<file path="src/rtl/adc_pkg.sv">
// Shared definitions for the ADC sequencer: channel-number width, default
// sample width and the ADC-channel-to-sequencer-index helper.
package adc_pkg;

  localparam int unsigned ADC_CH_W   = 5;
  localparam int unsigned DATA_W_DEF = 12;
  // One extra bit so channels below the base wrap to an out-of-range index.
  localparam int unsigned IDX_CALC_W = ADC_CH_W + 1;

  // Map an ADC channel number to a sequencer index (out of range if below base).
  function automatic logic [IDX_CALC_W-1:0] ch_to_idx(input logic [ADC_CH_W-1:0] ch,
                                                      input int unsigned        base);
    return {1'b0, ch} - IDX_CALC_W'(base);
  endfunction

endpackage

</file>
<file path="src/rtl/adc_channel_avg.sv">
// Per-channel accumulator/decimator.
//  clk, rst_n      clock, async active-low reset
//  en              channel enabled; acc/cnt held at 0 while low
//  sample_valid    a response for this channel is present this cycle
//  sample_data     response sample
//  done_c          this sample completes an average (combinational)
//  result_c        averaged (optionally MSB-flipped) result (combinational)
module adc_channel_avg #(
  parameter int unsigned DATA_W     = 12,
  parameter int unsigned AVG_LOG2   = 4,
  parameter int unsigned SIGNED_OUT = 1
) (
  input  logic              clk,
  input  logic              rst_n,
  input  logic              en,
  input  logic              sample_valid,
  input  logic [DATA_W-1:0] sample_data,
  output logic              done_c,
  output logic [DATA_W-1:0] result_c
);

  localparam int unsigned ACC_W = DATA_W + AVG_LOG2;
  localparam int unsigned CNT_W = (AVG_LOG2 > 0) ? AVG_LOG2 : 1;
  localparam logic [CNT_W-1:0]  CNT_LAST = CNT_W'((2 ** AVG_LOG2) - 1);
  // Flipping the MSB converts offset binary to two's complement.
  localparam logic [DATA_W-1:0] MSB_FLIP =
    (SIGNED_OUT != 0) ? {1'b1, {(DATA_W-1){1'b0}}} : '0;

  logic [ACC_W-1:0] acc_q, acc_d, sum_c;
  logic [CNT_W-1:0] cnt_q, cnt_d;

  // Accumulate, and complete on the last sample of the window.
  always_comb begin
    sum_c    = acc_q + ACC_W'(sample_data);
    done_c   = en & sample_valid & (cnt_q == CNT_LAST);
    result_c = DATA_W'(sum_c >> AVG_LOG2) ^ MSB_FLIP;
    acc_d    = acc_q;
    cnt_d    = cnt_q;
    if (!en) begin
      acc_d = '0;
      cnt_d = '0;
    end else if (sample_valid) begin
      if (done_c) begin
        acc_d = '0;
        cnt_d = '0;
      end else begin
        acc_d = sum_c;
        cnt_d = cnt_q + CNT_W'(1);
      end
    end
  end

  always_ff @(posedge clk or negedge rst_n) begin
    if (!rst_n) begin
      acc_q <= '0;
      cnt_q <= '0;
    end else begin
      acc_q <= acc_d;
      cnt_q <= cnt_d;
    end
  end

endmodule

</file>
<file path="src/rtl/adc_sequencer.sv">
// Round-robin command sequencer and per-channel averager for the on-chip ADC.
//  clk, rst_n               ADC clock, async active-low reset
//  channel_enable           bit i enables sequencer index i
//  command_*                Avalon-ST command to the ADC IP
//  response_*               Avalon-ST response from the ADC IP
//  out_data/out_channel     averaged sample and its ADC channel number
//  out_stb/out_ack          output strobe held until acknowledged
//  overflow/overflow_clr    sticky dropped-result flag and its clear
module adc_sequencer
  import adc_pkg::*;
#(
  parameter int unsigned NUM_CHANNELS = 2,
  parameter int unsigned CHANNEL_BASE = 1,
  parameter int unsigned DATA_W       = DATA_W_DEF,
  parameter int unsigned AVG_LOG2     = 4,
  parameter int unsigned SIGNED_OUT   = 1
) (
  input  logic                    clk,
  input  logic                    rst_n,
  input  logic [NUM_CHANNELS-1:0] channel_enable,
  output logic                    command_valid,
  output logic [ADC_CH_W-1:0]     command_channel,
  output logic                    command_startofpacket,
  output logic                    command_endofpacket,
  input  logic                    command_ready,
  input  logic                    response_valid,
  input  logic [ADC_CH_W-1:0]     response_channel,
  input  logic [DATA_W-1:0]       response_data,
  output logic [DATA_W-1:0]       out_data,
  output logic [ADC_CH_W-1:0]     out_channel,
  output logic                    out_stb,
  input  logic                    out_ack,
  output logic                    overflow,
  input  logic                    overflow_clr
);

  localparam int unsigned IDX_W = (NUM_CHANNELS > 1) ? $clog2(NUM_CHANNELS) : 1;

  logic                  armed_q, armed_d;
  logic [IDX_W-1:0]      idx_q, idx_d;
  logic [IDX_W-1:0]      lowest_c, highest_c, next_c;
  logic                  lowest_found_c, next_found_c;
  logic                  cur_en_c, cmd_fire_c;

  logic [DATA_W-1:0]     out_data_q, out_data_d;
  logic [ADC_CH_W-1:0]   out_channel_q, out_channel_d;
  logic                  out_stb_q, out_stb_d;
  logic                  overflow_q, overflow_d;

  logic [IDX_CALC_W-1:0] resp_idx_c;
  logic                  resp_in_range_c;
  logic [NUM_CHANNELS-1:0] sample_valid_c;
  logic [NUM_CHANNELS-1:0] done_c;
  logic [DATA_W-1:0]     result_c [NUM_CHANNELS];

  logic                  res_valid_c;
  logic [DATA_W-1:0]     res_data_c;
  logic [ADC_CH_W-1:0]   res_channel_c;

  // Lowest/highest enabled index and next enabled index above the current one.
  always_comb begin
    lowest_c       = '0;
    highest_c      = '0;
    next_c         = '0;
    lowest_found_c = 1'b0;
    next_found_c   = 1'b0;
    for (int unsigned i = 0; i < NUM_CHANNELS; i++) begin
      if (channel_enable[i]) begin
        if (!lowest_found_c) begin
          lowest_c       = IDX_W'(i);
          lowest_found_c = 1'b1;
        end
        highest_c = IDX_W'(i);
        if (!next_found_c && (IDX_W'(i) > idx_q)) begin
          next_c       = IDX_W'(i);
          next_found_c = 1'b1;
        end
      end
    end
    if (!next_found_c) next_c = lowest_c;
  end

  // Command side. armed_q keeps all command outputs low through reset.
  always_comb begin
    cur_en_c              = channel_enable[idx_q];
    command_valid         = armed_q & cur_en_c;
    command_channel       = armed_q ? (ADC_CH_W'(CHANNEL_BASE) + ADC_CH_W'(idx_q)) : '0;
    command_startofpacket = command_valid & (idx_q == lowest_c);
    command_endofpacket   = command_valid & (idx_q == highest_c);
    cmd_fire_c            = command_valid & command_ready;
    armed_d               = 1'b1;
    idx_d                 = idx_q;
    // A disabled current index jumps to the lowest enabled one without issuing.
    if (!cur_en_c)       idx_d = lowest_c;
    else if (cmd_fire_c) idx_d = next_c;
  end

  // Response decode into per-channel sample strobes.
  always_comb begin
    resp_idx_c      = ch_to_idx(response_channel, CHANNEL_BASE);
    resp_in_range_c = resp_idx_c < IDX_CALC_W'(NUM_CHANNELS);
  end

  for (genvar g = 0; g < NUM_CHANNELS; g++) begin : g_ch
    assign sample_valid_c[g] = response_valid & resp_in_range_c &
                               (resp_idx_c == IDX_CALC_W'(g));

    adc_channel_avg #(
      .DATA_W     (DATA_W),
      .AVG_LOG2   (AVG_LOG2),
      .SIGNED_OUT (SIGNED_OUT)
    ) u_avg (
      .clk          (clk),
      .rst_n        (rst_n),
      .en           (channel_enable[g]),
      .sample_valid (sample_valid_c[g]),
      .sample_data  (response_data),
      .done_c       (done_c[g]),
      .result_c     (result_c[g])
    );
  end

  // At most one channel completes per cycle (one response per cycle).
  always_comb begin
    res_valid_c   = 1'b0;
    res_data_c    = '0;
    res_channel_c = '0;
    for (int unsigned i = 0; i < NUM_CHANNELS; i++) begin
      if (done_c[i]) begin
        res_valid_c   = 1'b1;
        res_data_c    = result_c[i];
        res_channel_c = ADC_CH_W'(CHANNEL_BASE) + ADC_CH_W'(i);
      end
    end
  end

  // Output register with drop-on-busy and sticky overflow (set beats clear).
  always_comb begin
    out_data_d    = out_data_q;
    out_channel_d = out_channel_q;
    out_stb_d     = out_stb_q;
    overflow_d    = overflow_q;
    if (out_stb_q && out_ack) out_stb_d = 1'b0;
    if (overflow_clr)         overflow_d = 1'b0;
    if (res_valid_c) begin
      if (!out_stb_q || out_ack) begin
        out_data_d    = res_data_c;
        out_channel_d = res_channel_c;
        out_stb_d     = 1'b1;
      end else begin
        overflow_d = 1'b1;
      end
    end
  end

  always_ff @(posedge clk or negedge rst_n) begin
    if (!rst_n) begin
      armed_q       <= 1'b0;
      idx_q         <= '0;
      out_data_q    <= '0;
      out_channel_q <= '0;
      out_stb_q     <= 1'b0;
      overflow_q    <= 1'b0;
    end else begin
      armed_q       <= armed_d;
      idx_q         <= idx_d;
      out_data_q    <= out_data_d;
      out_channel_q <= out_channel_d;
      out_stb_q     <= out_stb_d;
      overflow_q    <= overflow_d;
    end
  end

  assign out_data    = out_data_q;
  assign out_channel = out_channel_q;
  assign out_stb     = out_stb_q;
  assign overflow    = overflow_q;

endmodule

</file>
<file path="config.mk">
export PLATFORM = sky130hd
export DESIGN_NAME = adc_sequencer
export DESIGN_NICKNAME = d
export VERILOG_FILES = /design/src/rtl/adc_pkg.sv /design/src/rtl/adc_channel_avg.sv /design/src/rtl/adc_sequencer.sv
export SDC_FILE = /design/constraint.sdc
export NUM_CORES = 1
export LEC_CHECK = 0
export BUFFER_PORTS_ARGS = -buffer_cell sky130_fd_sc_hd__clkbuf_2
export CAP_MARGIN = 25
export CORE_MARGIN = 3
export CORE_UTILIZATION = 63
export CTS_CLUSTER_DIAMETER = 200
export DETAILED_ROUTE_END_ITERATION = 10
export PLACE_DENSITY_LB_ADDON = 0.2
export SLEW_MARGIN = 20
export SYNTH_ARGS = -nofsm -noshare
export SYNTH_HDL_FRONTEND = slang
export SYNTH_SLANG_ARGS = --single-unit
</file>
<file path="constraint.sdc">
create_clock -name clk -period 5.22 [get_ports clk]
set_input_delay 0.783 -clock clk [delete_from_list [all_inputs] [get_ports clk]]
set_output_delay 0.783 -clock clk [all_outputs]
set_load 0.005 [all_outputs]
</file>
==> impl_results.md <==
* Status: complete, no violations
* CP endpoint kind: register
* Cells along the critical path: clkbuf_2 -> ha_1 -> fa_1 -> a211oi_1 -> o21ai_0 -> o2111ai_1 -> a21boi_0 -> xor2_1 -> a22oi_1 -> o21ai_0
* Worst Hold End: g_ch[1].u_avg.acc_q[6]
* Syn Area/Cell at approximately 9.3 µm²
* Count of flip-flops with a built-in enable after synthesis at 0
* DRT met1 WL at around 4.0 mm
* CP Class: in -> reg
* Slew HR at 0.517
* Peak supply drop at 0.000156 V
* Slew Limit Fails at 0
* Hold Path Origin: g_ch[1].u_avg.acc_q[6]
* Initial Utilization at 0.667
* Wire per inst at 17.3 µm
* WL final at about 9.2 mm
* CP most frequent cell: o21ai_0
* FF-to-FF setup slack at between 2 and 3 ns
* Number of antenna violations at the first check in global routing at 0
* Layout area overhead at 10.4%
* Via count at approximately 3,300
* H-tree Lvls at 3
* Reg clk slew, reported paths at 0.07 ns
* Worst Tran Pin Value at just over 0.7 ns
* Synth async-reset ratio at 1.00
* RSZ-0062 raised after global routing: no
* Largest net degree at the start of global routing at 59
* Worst Path Arrival at 2.96 ns
* Final setup vio count at 0
* CTS Sinks at 58
* Worst r2r path cells at 9
* CP peak stage delay at 0.43 ns
* Final hold vios at 0
* Clk root buf: clkbuf_8
* Share of cells above drive strength 1 at 0.151
* Post-synthesis sequential area ratio at 0.383
* Num CTS Buffers at 9
* DR pass1 iterations at 7
* Longest Clk Path Bufs at 2
* Most used flip-flop cell after synthesis: dfrtp_1
* Vias per cell at 6.19
* Mapped Area at approximately 0.0038 mm²
* Final Core Density at 0.736
* LEAKAGE at between 2 and 2.5 nW
* Vias in the first global route at 3,097
* FMAX at between 300 and 400 MHz
* CP max FO at 3
* Placer Congestion at 0.907
* Final worst-path cycle share at 0.527
* Yosys warns at 0
* Sum of negative setup slack at 0 ns
* Hpwl dp at approximately 6.7 mm
* Num rows at 27
* Routed met2 length at 4.29 mm
* Routed Antenna Nets at 0
* Grt total ovfl at 0
* Post-route DRC at 0
* Tmin final at between 2 and 3 ns
* Die ar. at approximately 0.007 mm²
* I/O pin total at between 50 and 60
* Synth Instances at 405
* Chip width at approximately 84 µm
* Hold buffer count at cts at 0
* Iter 0 DRT Violations at about 270
* Ant diodes at 0
* Clk_lat worst skew at approximately 0.34 ns
* Hold depth at 2
* Skew final at just over 0.007 ns
* Synth cell types at 52
* CTS tree: done
* Highest-delay cell along the critical path: fa_1
* Setup bufs post-CTS at 0
* GRT Total Usage at 0.268
* Routed wl met3 at ~710 µm
* Worst r2r src: g_ch[0].u_avg.acc_q[0]
* Port buffer count at between 40 and 50
* First-pass GRT wire length at around 15 mm
* CTS resizes at 0
* FF-to-FF End: out_data[10]
* CORE AREA at about 0.0057 mm²
* Overall die height at about 84 µm
* Pwr dens at roughly 220 mW/mm²
* Top sig layer: met4
* Hold Crit Class: reg -> reg
* Nets at between 500 and 600
* Post-synthesis sequential element count at 58
* Setup crit start kind: input port
* Required time of the worst setup path at between 5 and 6 ns
* Max cap viols at 0
-- state kept, by name (all words and copies together), names as in the netlist --
register	cells
armed_q	1
g_ch.u_avg.acc_q	32
g_ch.u_avg.cnt_q	8
idx_q	1
out_channel	2
out_data	12
out_stb	1
overflow	1
-- how the worst max path moves through the flow --
stage	startpoint	to	cells past startpoint
after floorplan	response_data[0]	out_data[10]	9
after global placement	response_data[0]	out_data[10]	10
after detailed placement	response_data[0]	out_data[10]	10
after CTS	response_data[0]	out_data[10]	10
after global routing	response_data[0]	out_data[10]	10
final	response_data[0]	out_data[10]	10
-- metrics by stage --
step                cell area, µm²  cells  power (W)  worst slack, ns  hold slack [ns]
floorplan                     3800    410   0.000519             2.51            0.452
global placement              4010    512   0.000550             2.24            0.471
detailed placement            4010    512   0.000553             2.13            0.478
CTS                           4180    528   0.000920             2.50            0.493
global route                  4180    528   0.000952             2.32            0.513
finish                        4180    528   0.000917             2.47            0.488
-- per-layer routing --
metal,GRT usage,up-vias
li1,-,1554
met1,0.356,1562
met2,0.434,136
met3,0.0602,17
met4,0.0921,0
met5,0,-
-- report_power, final --
group | switching (W) | internal, W
Combinational | 0.0000588 | 0.0000327
Sequential | 0.00000273 | 0.000452
Clock | 0.000189 | 0.000183
Total | 0.000250 | 0.000667
-- critical path, delay by kind of cell --
family | cells | cell delay (ns)
AO/OA/AOI/OAI | 6 | 1.23
XOR/XNOR | 1 | 0.18
adder cells (fa/ha/maj) | 2 | 0.66
buffers and inverters | 1 | 0.10
-- cells by family (layout without fill, tap and decap cells) --
group	count (synthesis)	after routing	synth area share
muxes	2	2	0.00529
and+or+nand+nor	114	114	0.149
buffers and inverters	26	72	0.0426
other	2	7	0.00198
AOI/OAI and AO/OA	140	140	0.236
adders and majority gates	32	32	0.110
xor gates and xnor gates	31	31	0.0717
DFF	58	58	0.383
-- Yosys cell counts, types with 3 or more instances --
| library cell | n | share of area |
|---|---|---|
| dfrtp_1 | 58 | 0.38 |
| nand2_1 | 43 | 0.043 |
| a21oi_1 | 32 | 0.042 |
| o21ai_0 | 31 | 0.041 |
| ha_1 | 30 | 0.099 |
| nor2_1 | 20 | 0.020 |
| xor2_1 | 17 | 0.039 |
| xnor2_1 | 14 | 0.032 |
| a22o_1 | 13 | 0.030 |
| nand3_1 | 12 | 0.016 |
| inv_1 | 9 | 0.0089 |
| and2_1 | 8 | 0.013 |
| o21ai_1 | 8 | 0.011 |
| a21o_1 | 7 | 0.014 |
| o22ai_1 | 7 | 0.012 |
| a21boi_0 | 6 | 0.012 |
| and3_1 | 6 | 0.0099 |
| buf_4 | 6 | 0.012 |
| buf_6 | 5 | 0.015 |
| nand2b_1 | 5 | 0.0083 |
| nor2b_1 | 5 | 0.0083 |
| o211ai_1 | 5 | 0.0099 |
| a22oi_1 | 4 | 0.0079 |
| a31oi_1 | 4 | 0.0066 |
| nand4_1 | 4 | 0.0066 |
| a211oi_1 | 3 | 0.0059 |
| buf_2 | 3 | 0.0040 |
| clkbuf_1 | 3 | 0.0030 |
| o21a_1 | 3 | 0.0059 |
| o31ai_1 | 3 | 0.0059 |
-- cells in the final DEF (no fill, tap or decap), types with 8 or more instances in the layout --
cell type / Yosys / layout
dfrtp_1: 58 / 58
clkbuf_2: 0 / 45
nand2_1: 43 / 43
a21oi_1: 32 / 32
o21ai_0: 31 / 31
ha_1: 30 / 30
nor2_1: 20 / 20
xor2_1: 17 / 17
xnor2_1: 14 / 14
a22o_1: 13 / 13
nand3_1: 12 / 12
clkbuf_8: 0 / 10
inv_1: 9 / 9
and2_1: 8 / 8
o21ai_1: 8 / 8
-- cell type report --
| class | count | area, µm² |
|---|---|---|
| Clock buffer | 11 | 141 |
| Clock inverter | 5 | 30.0 |
| Fill cell | 418 | 1500 |
| Inverter | 9 | 33.8 |
| Multi-Input combinational cell | 326 | 2190 |
| Sequential cell | 58 | 1450 |
| Tap cell | 72 | 90.1 |
| Timing Repair Buffer | 47 | 240 |
(Power assumes the default switching activity.)
